===== src/rtl/pipe_pkg.sv =====
// Shared front-end constants: default PC geometry and redirect source indices.
package pipe_pkg;

  // Default PC width, reset vector and sequential step for the fetch stage.
  localparam int PCSIZE_DEFAULT = 16;
  localparam int RESET_PC_DEFAULT = 0;
  localparam int PC_INC_DEFAULT = 4;

  // Redirect source indices; a lower index wins when several fire together.
  localparam int SRC_MISP_TAKEN    = 0;
  localparam int SRC_MISP_NOTTAKEN = 1;
  localparam int SRC_PRED_BRANCH   = 2;
  localparam int SRC_JUMP          = 3;

  // Width of a source index; never narrower than one bit.
  function automatic int src_width(input int nsrc);
    return (nsrc > 1) ? $clog2(nsrc) : 1;
  endfunction

endpackage


===== src/rtl/redirect_arbiter.sv =====
// Fixed-priority selection among redirect requests; index 0 is most urgent.
module redirect_arbiter #(
  parameter int PCSIZE = 16,
  parameter int NSRC = 4,
  parameter int SRCW = 2
) (
  input  logic [NSRC-1:0]        redirect_valid,
  input  logic [NSRC*PCSIZE-1:0] redirect_pc,
  output logic                   any_valid,
  output logic [SRCW-1:0]        sel_idx,
  output logic [PCSIZE-1:0]      sel_pc
);

  // Walk from the lowest priority upward so the lowest set index is left standing.
  always_comb begin
    any_valid = |redirect_valid;
    sel_idx   = '0;
    sel_pc    = '0;
    for (int i = NSRC - 1; i >= 0; i--) begin
      if (redirect_valid[i]) begin
        sel_idx = SRCW'(i);
        sel_pc  = redirect_pc[i*PCSIZE +: PCSIZE];
      end
    end
  end

endmodule


===== src/rtl/pc_redirect_unit.sv =====
// Next-PC generator: fetch PC register, prioritised redirects, stall/handshake,
// and a multi-cycle kill pulse that squashes wrong-path fetches.
module pc_redirect_unit
  import pipe_pkg::*;
#(
  parameter int                PCSIZE      = PCSIZE_DEFAULT,
  parameter int                NSRC        = 4,
  parameter logic [PCSIZE-1:0] RESET_PC    = PCSIZE'(RESET_PC_DEFAULT),
  parameter int                PC_INC      = PC_INC_DEFAULT,
  parameter int                KILL_CYCLES = 2,
  parameter int                CNTW        = 16,
  localparam int               SRCW        = src_width(NSRC)
) (
  input  logic                   clk,
  input  logic                   rst,
  input  logic                   stall,
  input  logic                   fetch_ready,
  input  logic [NSRC-1:0]        redirect_valid,
  input  logic [NSRC*PCSIZE-1:0] redirect_pc,
  output logic [PCSIZE-1:0]      pc_out,
  output logic                   pc_valid,
  output logic                   kill,
  output logic [SRCW-1:0]        redirect_src,
  output logic [CNTW-1:0]        redirect_count
);

  // Kill counter must hold the value KILL_CYCLES itself.
  localparam int KCW = (KILL_CYCLES > 1) ? $clog2(KILL_CYCLES + 1) : 1;
  localparam logic [KCW-1:0]    KILL_LOAD = KCW'(KILL_CYCLES);
  localparam logic [PCSIZE-1:0] PC_STEP   = PCSIZE'(PC_INC);

  logic [PCSIZE-1:0] pc_q, pc_d;
  logic              valid_q, valid_d;
  logic              kill_q, kill_d;
  logic [SRCW-1:0]   src_q, src_d;
  logic [CNTW-1:0]   cnt_q, cnt_d;
  logic [KCW-1:0]    kcnt_q, kcnt_d;

  logic              any_redirect;
  logic [SRCW-1:0]   sel_idx;
  logic [PCSIZE-1:0] sel_pc;
  logic              fetch_accept;

  redirect_arbiter #(
    .PCSIZE(PCSIZE),
    .NSRC  (NSRC),
    .SRCW  (SRCW)
  ) u_arbiter (
    .redirect_valid(redirect_valid),
    .redirect_pc   (redirect_pc),
    .any_valid     (any_redirect),
    .sel_idx       (sel_idx),
    .sel_pc        (sel_pc)
  );

  assign fetch_accept = valid_q && fetch_ready && !stall;

  // Next-state: a redirect beats sequential advance and ignores stall/handshake;
  // kill only tags older in-flight work, so it never holds the PC back.
  always_comb begin
    pc_d    = pc_q;
    valid_d = 1'b1;
    src_d   = src_q;
    cnt_d   = cnt_q;
    kcnt_d  = kcnt_q;
    if (any_redirect) begin
      pc_d   = sel_pc;
      src_d  = sel_idx;
      cnt_d  = cnt_q + CNTW'(1);
      kcnt_d = KILL_LOAD;
    end else begin
      if (fetch_accept) begin
        pc_d = pc_q + PC_STEP;
      end
      if (kcnt_q != '0) begin
        kcnt_d = kcnt_q - KCW'(1);
      end
    end
    kill_d = (kcnt_d != '0);
  end

  // State registers; reset dominates any redirect presented on the same edge.
  always_ff @(posedge clk) begin
    if (rst) begin
      pc_q    <= RESET_PC;
      valid_q <= 1'b0;
      kill_q  <= 1'b0;
      src_q   <= '0;
      cnt_q   <= '0;
      kcnt_q  <= '0;
    end else begin
      pc_q    <= pc_d;
      valid_q <= valid_d;
      kill_q  <= kill_d;
      src_q   <= src_d;
      cnt_q   <= cnt_d;
      kcnt_q  <= kcnt_d;
    end
  end

  assign pc_out         = pc_q;
  assign pc_valid       = valid_q;
  assign kill           = kill_q;
  assign redirect_src   = src_q;
  assign redirect_count = cnt_q;

endmodule


===== config.mk =====
export PLATFORM = sky130hd
export DESIGN_NAME = pc_redirect_unit
export DESIGN_NICKNAME = d
export VERILOG_FILES = /design/src/rtl/pipe_pkg.sv /design/src/rtl/redirect_arbiter.sv /design/src/rtl/pc_redirect_unit.sv
export SDC_FILE = /design/constraint.sdc
export NUM_CORES = 1
export LEC_CHECK = 0
export CORE_UTILIZATION = 38
export CTS_BUF_LIST = sky130_fd_sc_hd__clkbuf_8
export DETAILED_ROUTE_END_ITERATION = 8
export HOLD_SLACK_MARGIN = 0.15
export PLACE_DENSITY = 0.79
export SETUP_SLACK_MARGIN = 0.5
export SLEW_MARGIN = 30
export SYNTH_ARGS = -nofsm -noshare
export SYNTH_HDL_FRONTEND = slang
export SYNTH_SLANG_ARGS = --single-unit

===== constraint.sdc =====
create_clock -name clk -period 1.95 [get_ports clk]
set_input_delay 0.4875 -clock clk [delete_from_list [all_inputs] [get_ports clk]]
set_output_delay 0.4875 -clock clk [all_outputs]
set_load 0.02 [all_outputs]

==> results of run 1 <==
## path summary, 6_finish.rpt
check / endpoint / slack (ps) / cells after the start
hold reg to reg: kcnt_q[0] / 480 / 1
setup / recovery: redirect_count[2] / 420 / 7
setup reg to reg: redirect_count[15] / 510 / 5
hold / removal: kcnt_q[0] / 480 / 1
## where the power goes
part,switching [µW],internal [µW],total (µW)
combinational,272,330,602
sequential,52.4,817,869
clock,312,285,597
## through the flow
| stage | TNS, ps | worst slack (ps) | power, µW | util | hold WS (ps) |
|---|---|---|---|---|---|
| floorplan | 0 | 151 | 1120 | - | 453 |
| global placement | -4860 | -228 | 1430 | 0.652 | 467 |
| detailed placement | -5710 | -253 | 1430 | 0.652 | 475 |
| CTS | 0 | 347 | 2040 | 0.722 | 486 |
| global route | 0 | 401 | 2150 | 0.737 | 491 |
| finish | 0 | 417 | 2070 | 0.737 | 482 |
## per-layer routing
layer	routed length (µm)	up-vias
met5	0	-
met3	682	25
met2	4220	137
met4	327	0
met1	3230	1266
li1	-	1269
## critical path: stages
cell	delay, ps
buf_6	100
or4_4	580
buf_12	160
buf_16	130
nand2_4	50
xor2_1	160
nor2_1	70
## flip-flops by register name, indices dropped and copies added (netlist names)
| signal | flops |
|---|---|
| kcnt_q | 2 |
| kill | 1 |
| pc_out | 16 |
| pc_valid | 1 |
| redirect_count | 16 |
| redirect_src | 2 |
## cell families (layout without fill, tap and decap cells)
kind of cell	count (synthesis)	after routing	share of synthesized area
DFF	38	38	0.346
xor gates and xnor gates	22	22	0.0876
adders and majority gates	2	2	0.0114
buffers and inverters	24	171	0.0597
and+or+nand+nor	103	103	0.261
AOI/OAI and AO/OA	75	75	0.235
## synthesized netlist by cell type, types with 8 or more instances
cell      instances  area [µm²]
a21oi_1          19        95.1
a221oi_1         13         114
o21ai_0          12        60.1
nor3_1           12        60.1
xnor2_1           9        78.8
nand2_1          11        41.3
nor2_1           32         120
dfxtp_1          38         761
xor2_1           13         114
nand3_1          10        50.1
and3_1            8        50.1
## cells in the final DEF, fill, tap and decap left out, types with 8 or more instances in the layout
cell and instances:
clkdlybuf4s15_2 10, buf_6 10, buf_4 35, xnor2_1 8
nor2_1 28, buf_2 26, clkdlybuf4s50_1 59, a221oi_2 11
dfxtp_1 18, a21oi_1 16, dfxtp_2 15, xor2_1 12
nor3_1 9
## repair_timing
action	CTS	global route
setup endpoints to repair	73	45
gates resized for setup	207	46
buffers inserted	9	8
pin swaps	31	36
cloned	1	0
## final cells by class
type                       count  area [µm²]  share of cell area
multi-input combinational    202        1650               0.403
timing repair buffer         156        1430               0.349
sequential                    38         798               0.196
tap                           72        90.1              0.0221
clock buffer                   6        82.6              0.0202
inverter                       7        27.5             0.00674
clock inverter                 2        12.5             0.00306
==> results.txt, run 1 <==
----------------------------------------------------
[Clocking]
  Hold_buf cts ... 0
  Clock transition at the registers of the reported paths ... 90 ps
  H-Tree Depth ... 2
  TritonCTS clock tree ... yes
  Clock buffer count from CTS ... 5
  Latest clock arrival within the worst-skew pair ... 310 ps
  CTS root buffer ... clkbuf_8
  Max Root-Sink Buffers ... 2
  Sinks on the clock net ... 38

[Cells and area]
  Layout-stage area growth over the synthesis result ... 85.6%
  Final instance count without filler cells ... 483
  Total inserted antenna cells ... 0
  Number of nets in the layout ... 484
  Fraction of final layout cells with drive strength greater than 1 ... 0.431
  Total non-filler cell area in the finished layout ... 0.00408 mm²
  Final-layout fill cell count ... 420

[Min path]
  Hold Path Class ... register to register
  Launch point of the worst hold path ... kcnt_q[1]

[Global route]
  Overflow left after global routing ... 0
  Global-route wire length before repair ... 13100 µm
  Number of global-route vias before repair ... 2710
  Combined global-route utilization of all metal layers ... 0.281
  Antenna violations before repair ... 0
  Largest net degree at the start of global routing ... 29
  Met3 capacity usage during global routing ... 0.0663
  Met2 demand-to-capacity share in global routing ... 0.492
  Met1 Use GR ... 0.319
  Busiest grt layer ... met2

[Critical path]
  Required arrival time at the worst endpoint ... 2150 ps
  Maximum net fanout on the critical path ... 4
  Reg-to-reg startpoint ... redirect_count[3]
  Worst setup path class ... input port to register
  Arrival time of data at the critical path endpoint ... 1730 ps
  Endpoint class of the critical path ... register
  Nature of the critical path startpoint ... input port
  Startpoint of the most critical setup path ... redirect_valid[2]

[Yosys]
  Number of flip-flops and latches in the synthesized netlist ... 38
  Portion of the post-synthesis area used by sequential elements ... 0.346
  Number of library cell types mapped by synthesis ... 47
  FFs w/ async S/R, synth ... 0
  Most used flip-flop cell after synthesis ... dfxtp_1
  Gate Count Post-Synth ... 264
  Post-synthesis net count ... 338
  Number of synthesized flops with an enable pin ... 0
  Mean cell area of the mapped netlist ... 8.33 µm²
  Number of warnings reported in the yosys synthesis log ... 0
  Combined area of all synthesized cells ... 0.00220 mm²

[Place]
  Cell Area, Placed ... 0.00361 mm²
  Post-DP HPWL ... 5870 µm
  Number of cells in the design after placement ... 457
  PortBufs ... 107
  Weighted congestion at the end of routability-driven global placement ... 0.904

[Timing]
  Final-report hold violation count ... 0
  Final setup violation count ... 0
  Remaining max-slew budget at the tightest pin ... 0.785
  Highest clock rate ... 652 MHz
  Minimum period implied by the final worst setup slack ... 1530 ps
  Final period util ... 0.786
  Layout Skew ... 7.58 ps
  Fin. max-slew vios ... 0
  RSZ-0062 raised after global routing ... yes
  Actual slew at the worst max-slew pin ... 319 ps

[Drt]
  Final WL ... 8460 µm
  Count of antenna-violating nets left after detailed routing ... 0
  Via Count ... 2697
  Via-per-instance ratio ... 5.58
  Per-cell routed wire length ... 17.5 µm
  DRC violation count after routing ... 0
  Detailed-router iteration count before antenna repair ... 4
  Violation count after the first detailed-route iteration ... 145

[Floorplanning]
  X dimension of the die ... 78.1 µm
  Rows ... 27
  Initial Utilization ... 0.397
  Overall die area ... 0.00610 mm²
  Height of the die ... 78.1 µm
  Num ports ... 108
  Total core area ... 0.00554 mm²

[Power]
  Lkg Pwr ... 0.00167 µW
  Pwr per Cell Area ... 507 mW/mm²
  Worst vdd rail ir drop ... 0.342 mV

[Flow run]
  Max-cap check violation count ... 0

[Status]
  Status ... finished, final reports clean

----------------------------------------------------
Power figures use the tool's default switching activity.
==> run 2: changes to the inputs <==
Clock period 1.95 ns to 1.3 ns, I/O delays scaled along.
==> run 2 against run 1 <==
The run now ends with negative setup slack left. Worst hold slack better by 37 ps. Flip-flop and latch count unchanged. Global-route usage increased by 11 points. Critical endpoint is now pc_out[9].
==> results.txt, run 2 (synthesized netlist as in run 1, its figures left out) <==
----------------------------------------------------
[Status]
  Status ... complete, but fails checks
  Violations in the final reports ... negative setup slack

[Floorplanning]
  Num ports ... 108 (unchanged)
  X dimension of the die ... 78.1 µm (unchanged)
  Height of the die ... 78.1 µm (unchanged)
  Initial Utilization ... 0.397 (unchanged)
  Total core area ... 0.00554 mm² (unchanged)
  Overall die area ... 0.00610 mm² (unchanged)
  Rows ... 27 (unchanged)

[Clocking]
  TritonCTS clock tree ... yes
  CTS root buffer ... clkbuf_8
  Clock buffer count from CTS ... 5 (unchanged)
  Max Root-Sink Buffers ... 2 (unchanged)
  Latest clock arrival within the worst-skew pair ... 320 ps (about the same)
  Clock transition at the registers of the reported paths ... 80 ps (about the same)
  Hold_buf cts ... 0 (unchanged)
  H-Tree Depth ... 2 (unchanged)
  Sinks on the clock net ... 38 (unchanged)

[Timing]
  Remaining max-slew budget at the tightest pin ... 0.567 (-0.218)
  RSZ-0062 raised after global routing ... yes
  Final period util ... 1.32
  Layout Skew ... 6.02 ps (-1.55 ps)
  Fin. max-slew vios ... 0 (unchanged)
  Final-report hold violation count ... 0 (unchanged)
  Final setup violation count ... 36 (+36)
  Minimum period implied by the final worst setup slack ... 1710 ps
  PnR worst setup slack ... -410 ps (-827 ps)
  Total negative slack ... -6830 ps (-6830 ps)
  Highest clock rate ... 585 MHz
  Actual slew at the worst max-slew pin ... 644 ps (+326 ps)

[Critical path]
  Slowest cell on the critical path ... dfxtp_4
  Maximum net fanout on the critical path ... 3 (-1)
  Buf/Inv on CP ... 1 (-2)
  Worst path max stage delay ... 370 ps (-210 ps)
  Required arrival time at the worst endpoint ... 1490 ps (-660 ps)
  Worst setup path class ... register to register
  Cell family contributing the most delay on the critical path ... simple AND/OR/NAND/NOR gates
  Nature of the critical path startpoint ... register
  Worst-path cell chain ... buf_4 > and2_1 > nand4_1 > xnor2_1 > a221oi_2 > nor2_1
  Endpoint class of the critical path ... register
  Arrival time of data at the critical path endpoint ... 1900 ps (+170 ps)

[Drt]
  Final WL ... 16700 µm (+97%)
  DRC violation count after routing ... 0 (unchanged)
  Violation count after the first detailed-route iteration ... 772 (+430%)
  Detailed-router iteration count before antenna repair ... 5 (+1)
  Via-per-instance ratio ... 6.84 (+22%)
  Per-cell routed wire length ... 29.3 µm (+67%)
  Count of antenna-violating nets left after detailed routing ... 0 (unchanged)
  Via Count ... 3884 (+44%)

[Cells and area]
  Most common cell after layout, fill and taps aside ... buf_4
  Most used cells in the layout excluding fill and tap cells ... 94 x buf_4, 68 x buf_6, 64 x clkdlybuf4s50_1
  Fraction of final layout cells with drive strength greater than 1 ... 0.633 (+0.202)
  Final instance count without filler cells ... 568 (+18%)
  Number of nets in the layout ... 569 (+18%)
  Final-layout fill cell count ... 119 (-72%)
  Total non-filler cell area in the finished layout ... 0.00532 mm² (+30%)
  Share of the core filled with cells in the final layout ... 0.960 (+0.223)
  Layout-stage area growth over the synthesis result ... 142%
  Total inserted antenna cells ... 0 (unchanged)

[Global route]
  Antenna violations before repair ... 2 (+2)
  Overflow left after global routing ... 0 (unchanged)
  Global-route wire length before repair ... 17800 µm (+35%)
  Combined global-route utilization of all metal layers ... 0.386 (+0.105)
  Number of global-route vias before repair ... 3474 (+28%)
  Largest net degree at the start of global routing ... 15 (-48%)

[Place]
  Number of cells in the design after placement ... 500 (+9.4%)
  Weighted congestion at the end of routability-driven global placement ... 0.885 (-2.1%)
  Post-DP HPWL ... 6370 µm (+8.6%)
  PortBufs ... 107 (unchanged)
  Cell Area, Placed ... 0.00399 mm² (+11%)

[Power]
  Worst vdd rail ir drop ... 0.696 mV (+100%)
  Pwr per Cell Area ... 771 mW/mm² (+52%)
  Lkg Pwr ... 0.00225 µW (+34%)
  Total chip power ... 4100 µW (+98%)

[Min path]
  Hold Path Class ... register to register

[Flow run]
  Max-cap check violation count ... 0 (unchanged)

----------------------------------------------------
[run 2: cell types whose count changed in the layout (fill, tap and decap cells not counted), moves of 10 or more]
cell,delta
buf_2,-24
buf_4,+59
buf_6,+58
clkdlybuf4s15_2,-10
dfxtp_1,-16
dfxtp_2,+13
[run 2: path summary, 6_finish.rpt]
| path | endpoint | slack, ps | cells after the start | start |
|---|---|---|---|---|
| setup / recovery | pc_out[9] | -410 | 6 | pc_out[8] |
| hold / removal | redirect_src[1] | 520 | 1 | redirect_src[1] |
| setup reg to reg | pc_out[9] | -410 | 6 | pc_out[8] |
| hold reg to reg | redirect_src[1] | 520 | 1 | redirect_src[1] |
[run 2: per-layer routing]
| metal | vias to the layer above | part of all wire | GRT usage |
|---|---|---|---|
| li1 | 1434 | - | - |
| met1 | 1741 | 0.30 | 0.382 |
| met2 | 470 | 0.45 | 0.682 |
| met3 | 237 | 0.12 | 0.126 |
| met4 | 2 | 0.13 | 0.265 |
| met5 | - | 0.0021 | 0 |
[run 2: area by class of cell]
class                      instances  area (µm²)  area share
multi-input combinational        203        1890       0.355
clock inverter                     2        60.1      0.0113
sequential                        38         826       0.155
tap                               72        90.1      0.0169
timing repair buffer             240        2330       0.438
inverter                           7        42.5     0.00800
clock buffer                       6        82.6      0.0155
[run 2: through the flow]
step / setup WS, ps / hold WS, ps
after floorplan: -337 / 401
after global placement: -774 / 464
after detailed placement: -786 / 477
after CTS: -130 / 497
after global routing: -478 / 512
final: -410 / 519
[run 2: what timing repair did]
action | CTS | global route
setup endpoints to repair | 74 | 73
setup buffers | 23 | 35
pin swaps | 62 | 43
gates cloned | 2 | 0
resized for setup | 344 | 55
endpoints found under the hold margin | 0 | 0
[run 2: where the power goes]
part           switching [µW]  total (µW)  internal (µW)
registers                78.5        1310           1230
logic                     688        1450            764
clock network             519        1340            820
[run 2: worst register-to-register path: cells and delay by family, from the launching register on]
family	cells	cell delay (ps)
buffers and inverters	1	120
DFF	1	370
xor gates and xnor gates	1	210
AOI/OAI and AO/OA	1	320
and+or+nand+nor	3	550
